<file path="src/rtl/gpio_irq_pkg.sv">
// Shared constants for the GPIO interrupt controller: register map, id width, bus states.
package gpio_irq_pkg;

    // Width of the interrupt id (0 = none, 1..31 = source index + 1)
    localparam int ID_W = 5;

    // Register offsets (io_addr[5:0])
    localparam logic [5:0] OFF_EN    = 6'h00;
    localparam logic [5:0] OFF_TRIG  = 6'h04;
    localparam logic [5:0] OFF_POL   = 6'h08;
    localparam logic [5:0] OFF_PEND  = 6'h0C;
    localparam logic [5:0] OFF_CLAIM = 6'h10;

    // Bus handshake states: accept in IDLE, pulse io_ready in ACK
    typedef enum logic {
        BUS_IDLE = 1'b0,
        BUS_ACK  = 1'b1
    } bus_state_e;

endpackage

</file>
<file path="src/rtl/gpio_irq_sync.sv">
// One GPIO line: 2-flop synchronizer plus a history flop for edge detection.
module gpio_irq_sync
    import gpio_irq_pkg::*;
(
    input  logic gpio_clk,
    input  logic rst_n,
    input  logic pin_i,
    output logic level_o,
    output logic rise_o,
    output logic fall_o
);

    logic meta_q;
    logic sync_q;
    logic prev_q;

    // Synchronize the pad level and keep the previous synchronized value
    always_ff @(posedge gpio_clk or negedge rst_n) begin
        if (!rst_n) begin
            meta_q <= 1'b0;
            sync_q <= 1'b0;
            prev_q <= 1'b0;
        end else begin
            meta_q <= pin_i;
            sync_q <= meta_q;
            prev_q <= sync_q;
        end
    end

    assign level_o = sync_q;
    assign rise_o  = sync_q & ~prev_q;
    assign fall_o  = ~sync_q & prev_q;

endmodule

</file>
<file path="src/rtl/gpio_irq_ctrl.sv">
// GPIO interrupt controller: per-line edge/level pending bits, lowest-index
// priority encode, and a two-state register bus with claim support.
module gpio_irq_ctrl
    import gpio_irq_pkg::*;
#(
    parameter int NUM = 16,
    parameter int DW  = 32
) (
    input  logic            gpio_clk,
    input  logic            rst_n,
    input  logic [DW-1:0]   io_addr,
    input  logic            io_read,
    input  logic            io_write,
    input  logic [DW-1:0]   io_wdata,
    output logic [DW-1:0]   io_rdata,
    output logic            io_ready,
    input  logic [NUM-1:0]  gpio_in,
    output logic            irq,
    output logic [ID_W-1:0] irq_id
);

    logic [NUM-1:0]  lvl, rise, fall;
    logic [NUM-1:0]  en_q, en_d, trig_q, trig_d, pol_q, pol_d, pend_q, pend_d;
    logic [NUM-1:0]  w1c, claim_hit, act;
    logic [DW-1:0]   rdata_q, rdata_d;
    logic            irq_q, irq_d;
    logic [ID_W-1:0] irq_id_q, irq_id_d;
    logic [5:0]      addr;
    logic            do_read, do_write;
    bus_state_e      state_q, state_d;

    // Only the low six address bits and NUM data bits carry meaning
    logic unused_bits;
    assign unused_bits = ^{io_addr[DW-1:6], io_wdata[DW-1:NUM]};
    assign addr = io_addr[5:0];

    genvar gi;
    generate
        for (gi = 0; gi < NUM; gi++) begin : g_line
            gpio_irq_sync u_sync (
                .gpio_clk (gpio_clk),
                .rst_n    (rst_n),
                .pin_i    (gpio_in[gi]),
                .level_o  (lvl[gi]),
                .rise_o   (rise[gi]),
                .fall_o   (fall[gi])
            );

            logic edge_hit;
            // A claim only clears the source currently reported on irq_id
            assign claim_hit[gi] = do_read && (addr == OFF_CLAIM) && (irq_id_q == ID_W'(gi + 1));
            assign edge_hit      = en_q[gi] & (pol_q[gi] ? fall[gi] : rise[gi]);
            // Edge: new edge beats any clear in the same cycle. Level: follows the pin.
            assign pend_d[gi] = trig_q[gi]
                              ? (edge_hit | (pend_q[gi] & ~(w1c[gi] | claim_hit[gi])))
                              : ((lvl[gi] ^ pol_q[gi]) & en_q[gi]);
        end
    endgenerate

    // Bus FSM state register
    always_ff @(posedge gpio_clk or negedge rst_n) begin
        if (!rst_n) state_q <= BUS_IDLE;
        else        state_q <= state_d;
    end

    // Bus FSM next state: accept in IDLE, always return from ACK
    always_comb begin
        state_d = BUS_IDLE;
        if (state_q == BUS_IDLE && (io_read || io_write)) state_d = BUS_ACK;
    end

    // Bus FSM outputs: a write takes precedence over a simultaneous read
    always_comb begin
        do_write = 1'b0;
        do_read  = 1'b0;
        if (state_q == BUS_IDLE) begin
            do_write = io_write;
            do_read  = io_read & ~io_write;
        end
    end
    assign io_ready = (state_q == BUS_ACK);

    // Register writes and the write-1-to-clear mask for PEND
    always_comb begin
        en_d   = en_q;
        trig_d = trig_q;
        pol_d  = pol_q;
        w1c    = '0;
        if (do_write) begin
            case (addr)
                OFF_EN:   en_d   = io_wdata[NUM-1:0];
                OFF_TRIG: trig_d = io_wdata[NUM-1:0];
                OFF_POL:  pol_d  = io_wdata[NUM-1:0];
                OFF_PEND: w1c    = io_wdata[NUM-1:0];
                default:  ;
            endcase
        end
    end

    // Read mux; the captured value is held until the next accepted read
    always_comb begin
        rdata_d = rdata_q;
        if (do_read) begin
            rdata_d = '0;
            case (addr)
                OFF_EN:    rdata_d[NUM-1:0]  = en_q;
                OFF_TRIG:  rdata_d[NUM-1:0]  = trig_q;
                OFF_POL:   rdata_d[NUM-1:0]  = pol_q;
                OFF_PEND:  rdata_d[NUM-1:0]  = pend_q;
                OFF_CLAIM: rdata_d[ID_W-1:0] = irq_id_q;
                default:   ;
            endcase
        end
    end

    // Lowest-index active source wins; id is index + 1 so 0 means none
    always_comb begin
        act      = pend_q & en_q;
        irq_d    = |act;
        irq_id_d = '0;
        for (int i = NUM - 1; i >= 0; i--) begin
            if (act[i]) irq_id_d = ID_W'(i + 1);
        end
    end

    // Configuration, pending, read data and interrupt output registers
    always_ff @(posedge gpio_clk or negedge rst_n) begin
        if (!rst_n) begin
            en_q     <= '0;
            trig_q   <= '0;
            pol_q    <= '0;
            pend_q   <= '0;
            rdata_q  <= '0;
            irq_q    <= 1'b0;
            irq_id_q <= '0;
        end else begin
            en_q     <= en_d;
            trig_q   <= trig_d;
            pol_q    <= pol_d;
            pend_q   <= pend_d;
            rdata_q  <= rdata_d;
            irq_q    <= irq_d;
            irq_id_q <= irq_id_d;
        end
    end

    assign io_rdata = rdata_q;
    assign irq      = irq_q;
    assign irq_id   = irq_id_q;

endmodule

</file>
<file path="config.mk">
export PLATFORM = sky130hd
export DESIGN_NAME = gpio_irq_ctrl
export DESIGN_NICKNAME = d
export VERILOG_FILES = /design/src/rtl/gpio_irq_pkg.sv /design/src/rtl/gpio_irq_sync.sv /design/src/rtl/gpio_irq_ctrl.sv
export SDC_FILE = /design/constraint.sdc
export NUM_CORES = 1
export LEC_CHECK = 0
export ABC_AREA = 1
export BUFFER_PORTS_ARGS = -buffer_cell sky130_fd_sc_hd__buf_2
export CORE_MARGIN = 4
export CORE_UTILIZATION = 45
export DETAILED_ROUTE_END_ITERATION = 10
export GPL_ROUTABILITY_DRIVEN = 0
export HOLD_SLACK_MARGIN = 0.03
export PLACE_DENSITY = 0.67
export SKIP_LAST_GASP = 1
export SLEW_MARGIN = 25
export SYNTH_ARGS = -nofsm -noshare
export SYNTH_HDL_FRONTEND = slang
export SYNTH_HIERARCHICAL = 1
export SYNTH_SLANG_ARGS = --single-unit
</file>
<file path="constraint.sdc">
create_clock -name gpio_clk -period 3.1 [get_ports gpio_clk]
set_clock_uncertainty 0.1 [all_clocks]
set_input_delay 0.62 -clock gpio_clk [delete_from_list [all_inputs] [get_ports gpio_clk]]
set_output_delay 0.62 -clock gpio_clk [all_outputs]
set_load 0.02 [all_outputs]
</file>
# After elaboration in Yosys (flattened, before gate mapping)
# Cells that the tools add are included.
[word_totals]
in_bits = 84
reg_bits = 135
wordCells = 335
output_inout_bits = 39
[classes]
n_mux = 55
eq_ne = 20
n_bitwise = 180
n_reduce_logical = 24
[ops]
columns = ["operator", "count"]
rows = [
  ["$and A1 B1 Y1", 81],
  ["$mux W5", 16],
  ["$not A1 Y1", 50],
  ["$pmux W11 S4", 1],
  ["$eq A5 B4 Y1 const B", 8],
  ["$mux W1", 35],
  ["$mux W16", 2],
  ["$or A1 B1 Y1", 32],
  ["$pmux W5 S5", 1],
  ["$eq A5 B3 Y1 const B", 4],
  ["$logic_and A1 B1 Y1", 18],
  ["$and A16 B16 Y16", 1],
  ["$reduce_or A16 Y1", 1],
  ["$xor A1 B1 Y1", 16],
  ["$eq A6 B4 Y1 const B", 2],
  ["$eq A5 B2 Y1 const B", 2],
  ["$eq A6 B3 Y1 const B", 1],
  ["$eq A6 B5 Y1 const B", 1],
  ["$logic_not A6 Y1", 1],
  ["$reduce_and A2 Y1", 3],
  ["$eq A5 B1 Y1 const B", 1],
  ["$eq A5 B5 Y1 const B", 1],
  ["$logic_or A1 B1 Y1", 1],
]

# Depth between registers and ports, before layout
[depth]
ltp_word = 17
depth_mapped = 16
mapped_depth_nobuf = 16

# Hierarchy
# Netlist, hierarchy kept.
[by_module_without_submodules]
columns = ["module", "cells_per_inst", "area_each_um2", "seq_area_each_um2", "n_inst"]
rows = [
  ["gpio_irq_ctrl", 599, 4695.8, 2177.1, 1],
  ["gpio_irq_sync", 7, 90.1, 75.1, 16],
]

# Least setup slack after synthesis
# Ideal clock, no wire load.
[synth_path]
path_kind = "input -> register"
startpoint = "input port io_addr[1]"
endpoint = "register pend_q[9]"
path_slack_ns = 1.295
path_buffers = 1
setup_time_ns = 0.117
required_time_ns = 2.883
t_arrival_ns = 1.589
path_stages = 9
path_cell_list = "nor2_4 nand4_2 nor2_4 nand2_4 buf_6 nor4_1 o22ai_1 nand2_1 nand2_1"
[synth_via]
elab_chain_cells = 8
word_cells_on_any_way = 11
cone_classes = "2 x eq/ne; 3 x mux; 4 x bitwise; 2 x reduce/logical"
[synth_lines]
columns = ["item", "line_no", "source"]
rows = [
  ["start, declared", "gpio_irq_ctrl.sv:11", "input logic [DW-1:0] io_addr,"],
  ["$eq A6 B4 Y1 / $eq A6 B5 Y1 (equally long branches)", "gpio_irq_ctrl.sv:90, gpio_irq_ctrl.sv:51", ""],
  ["$mux W16 / $logic_and A1 B1 Y1 (equally long branches)", "gpio_irq_ctrl.sv:90, gpio_irq_ctrl.sv:51", ""],
  ["$mux W16 / $logic_and A1 B1 Y1 (equally long branches)", "gpio_irq_ctrl.sv:89, gpio_irq_ctrl.sv:51", ""],
  ["$or A1 B1 Y1 (*)", "gpio_irq_ctrl.sv:55", "? (edge_hit | (pend_q[gi] & ~(w1c[gi] | claim_hit[gi])))"],
  ["$not A1 Y1 (*)", "gpio_irq_ctrl.sv:55", ""],
  ["$and A1 B1 Y1 (*)", "gpio_irq_ctrl.sv:55", ""],
  ["$or A1 B1 Y1 (*)", "gpio_irq_ctrl.sv:55", ""],
  ["$mux W1 (*)", "gpio_irq_ctrl.sv:55", ""],
  ["via pend_d[9]", "gpio_irq_ctrl.sv:23", "logic [NUM-1:0] en_q, en_d, trig_q, trig_d, pol_q, pol_d, pend_q, pend_d;"],
  ["end signal, assigned", "gpio_irq_ctrl.sv:140", "pend_q <= pend_d;"],
  ["end, declared", "gpio_irq_ctrl.sv:23", ""],
]
# The timed path passes the listed nets; every way through them passes the cells marked *.
# A chain may end at the register's enable or synchronous reset.

# Worst setup path after layout
[layout_path]
startpoint = "register state_q (netlist: io_ready)"
endpoint = "register pend_q[10]"
[layout_via]
elab_chain_cells = 8
word_cells_on_any_way = 10
cone_classes = "4 x mux; 4 x bitwise; 2 x reduce/logical"
[layout_lines]
columns = ["item", "line_no", "source"]
rows = [
  ["start, declared", "gpio_irq_ctrl.sv:30", "bus_state_e state_q, state_d;"],
  ["start signal, assigned", "gpio_irq_ctrl.sv:63", "else state_q <= state_d;"],
  ["$mux W1", "gpio_irq_ctrl.sv:76", "if (state_q == BUS_IDLE) begin"],
  ["$logic_and A1 B1 Y1 (2 in series)", "gpio_irq_ctrl.sv:51", "assign claim_hit[gi] = do_read && (addr == OFF_CLAIM) && (irq_id_q == ID_W'(gi + 1));"],
  ["$or A1 B1 Y1 (*)", "gpio_irq_ctrl.sv:55", ""],
  ["$not A1 Y1 (*)", "gpio_irq_ctrl.sv:55", ""],
  ["$and A1 B1 Y1 (*)", "gpio_irq_ctrl.sv:55", ""],
  ["$or A1 B1 Y1 (*)", "gpio_irq_ctrl.sv:55", ""],
  ["$mux W1 (*)", "gpio_irq_ctrl.sv:55", ""],
  ["via pend_d[10]", "gpio_irq_ctrl.sv:23", ""],
]
# Marked as above.

==> run summary <==
cells resized by post-CTS repair: 0
syn_area_per_cell: 8.63 µm²
fin nets: 870
clk slew on worst S/H paths: 0.06 ns
Pwr Density: 615 nW/µm²
vias: 5041
initial antenna violation count: 0
Slew Viols, Final: 0
yosys warns: 6
post-route minimum period: 2.03 ns
CORE AREA: 13300 µm²
Largest stage delay, worst path: 0.49 ns
clock sink count: 135
setup TNS: 0 ns
critical path's most frequent cell: nand2_1
Clock Latency Late Sink: 0.42 ns
Synth top cells by count: nand2_1 (158), dfrtp_1 (135), inv_1 (91)
sequential-to-total area share from yosys stat: 0.550
relative slew slack: 0.539
layout cells sized above 1: 0.146
fmax: 0.493 GHz
HP Class: primary input to asynchronous set/reset pin
Worst-Margin Slew: 0.691 ns
Setup Buffers After CTS: 0
final setup violation count: 0
Final Hold Viols: 0
Detailed Place HPWL: 10300 µm
Total Wirelength: 15200 µm
reg2reg start: io_ready
WL per Instance: 15.6 µm
FF-to-FF End: pend_q[10]
Critical Path RT: 3.32 ns
area leader, netlist: dfrtp_1
CP endpoint kind: flop
H-tree levels: 4
grt ovf: 0
Fill cells: 1206
post-synth cell types: 36
R2R setup slack: 1.07 ns
final core utilization: 0.543
FFs w/ async S/R, synth: 1.00
initial core utilization: 0.462
port bufs: 64
Residual DRC: 0
Boundary Pins: 123
CTS Root Cell: clkbuf_16
final antenna-violating net count: 0
cts hold-fix bufs: 0
final worst-path cycle share: 0.654
top post-synthesis cells by area: dfrtp_1 (55%), nand2_1 (9.7%), o21ai_0 (6.1%)
post-synth top area share: 0.550
first-pass GRT wire length: 24900 µm
mapped cell area: 6140 µm²
DIE AREA: 15600 µm²
largest net degree at the start of global routing: 73
R2R cell count: 6
Synth Flop Type: dfrtp_1
row cnt: 42
status: finished, final reports clean
Num CTS Buffers: 17
ant diodes: 0
number of global-route vias before repair: 4952
Die W: 125 µm
critical path cell sequence: nor3_4, nand2_4, nor4_1, o22ai_1, nand2_1, nand2_1
Die H: 125 µm
Crit-path slowest cell: nor4_1
Worst VDD drop: 374 µV
synthesized flop and latch total: 135
gr usage total: 0.202
maxcap violations: 0
Critical Setup Path Class: flop to flop
Pre-Repair DR Iteration Count: 6
first-iteration detailed-routing DRC count: 425
Synth Instances: 711
Area Growth Syn to Fin: 17.7%
RSZ-0062 raised after global routing: false
static leakage: 0.00357 µW
CP Launch Type: flop
dominant cell by count in the synthesized netlist: nand2_1
EDFF count, synth: 0
Worst Path Max Fanout: 19
Arr. time, crit path: 2.24 ns
worst-case clock buffer depth: 2
CTS tree: built
drt via density: 5.17
[stage by stage]
step	std cells	cell area, µm²	hold WS [ns]	setup WS (ns)	power (µW)
global placement	943	6620	0.231	0.714	2400
finish	975	7220	0.118	1.07	4440
floorplan	726	6190	0.224	1.29	2270
detailed placement	943	6620	0.235	0.692	2420
global route	975	7220	0.157	0.899	4640
CTS	975	7220	0.138	1.05	4470
[sequential cells by signal, indices dropped and copies added (netlist names), 5 cells and up]
signal                 count
en_q                      16
g_line.u_sync/level_o     16
g_line.u_sync/meta_q      16
g_line.u_sync/prev_q      16
io_rdata                  16
irq_id                     5
pend_q                    16
pol_q                     16
trig_q                    16
[logic make-up (layout without fill, tap and decap cells)]
family | after synthesis | after routing | share of synthesized area
AOI/OAI and AO/OA | 158 | 158 | 0.153
xor gates and xnor gates | 6 | 6 | 0.00856
buffers and inverters | 129 | 202 | 0.0928
DFF | 135 | 135 | 0.550
muxes | 1 | 1 | 0.00163
other | 1 | 16 | 0.000611
and+or+nand+nor | 281 | 281 | 0.193
[cell usage in the layout (no fill, tap or decap), types with 8 or more instances in the layout]
cell,instances
conb_1,16
buf_2,63
nand2_1,158
o22ai_1,23
nor3_1,16
nand3_1,15
nor2_1,77
o21ai_0,75
dfrtp_1,135
o31ai_1,20
inv_1,91
a221oi_1,8
o21ai_1,9
clkbuf_16,17
buf_4,10
[report_power, final]
group	switching [µW]	total (µW)	internal, µW
sequential	124	2010	1890
combinational	251	387	136
clock	762	2050	1280
total	1140	4440	3310
[worst max-delay path, delay by kind of cell, from the launching register on]
kind / cells / cell delay (ns)
AO/OA/AOI/OAI: 1 / 0.12
flip-flops: 1 / 0.42
AND/OR/NAND/NOR: 5 / 1.27
[area by class of cell]
cell class	count	area [µm²]	area share
clock buffer	20	447	0.0619
timing repair buffer	75	422	0.0584
sequential	135	3380	0.468
multi-input combinational	462	2250	0.311
tap	176	220	0.0305
clock inverter	12	151	0.0210
inverter	95	357	0.0494
[metal layers]
layer  GRT usage  vias up  wire length (µm)
li1            -     2451                 -
met1       0.258     2367              6570
met2       0.331      196              7320
met3      0.0545       27              1060
met4      0.0696        0               286
met5           0        -                 0
[how the worst max path moves through the flow]
stage,start,to,depth (start not counted)
floorplan,io_addr[1],pend_q[9],9
global placement,io_write,pend_q[10],7
detailed placement,io_addr[5],en_q[10],8
CTS,io_ready,pend_q[10],6
global route,io_ready,pend_q[10],6
finish,io_ready,pend_q[10],6
Power figures use the tool's default switching activity.
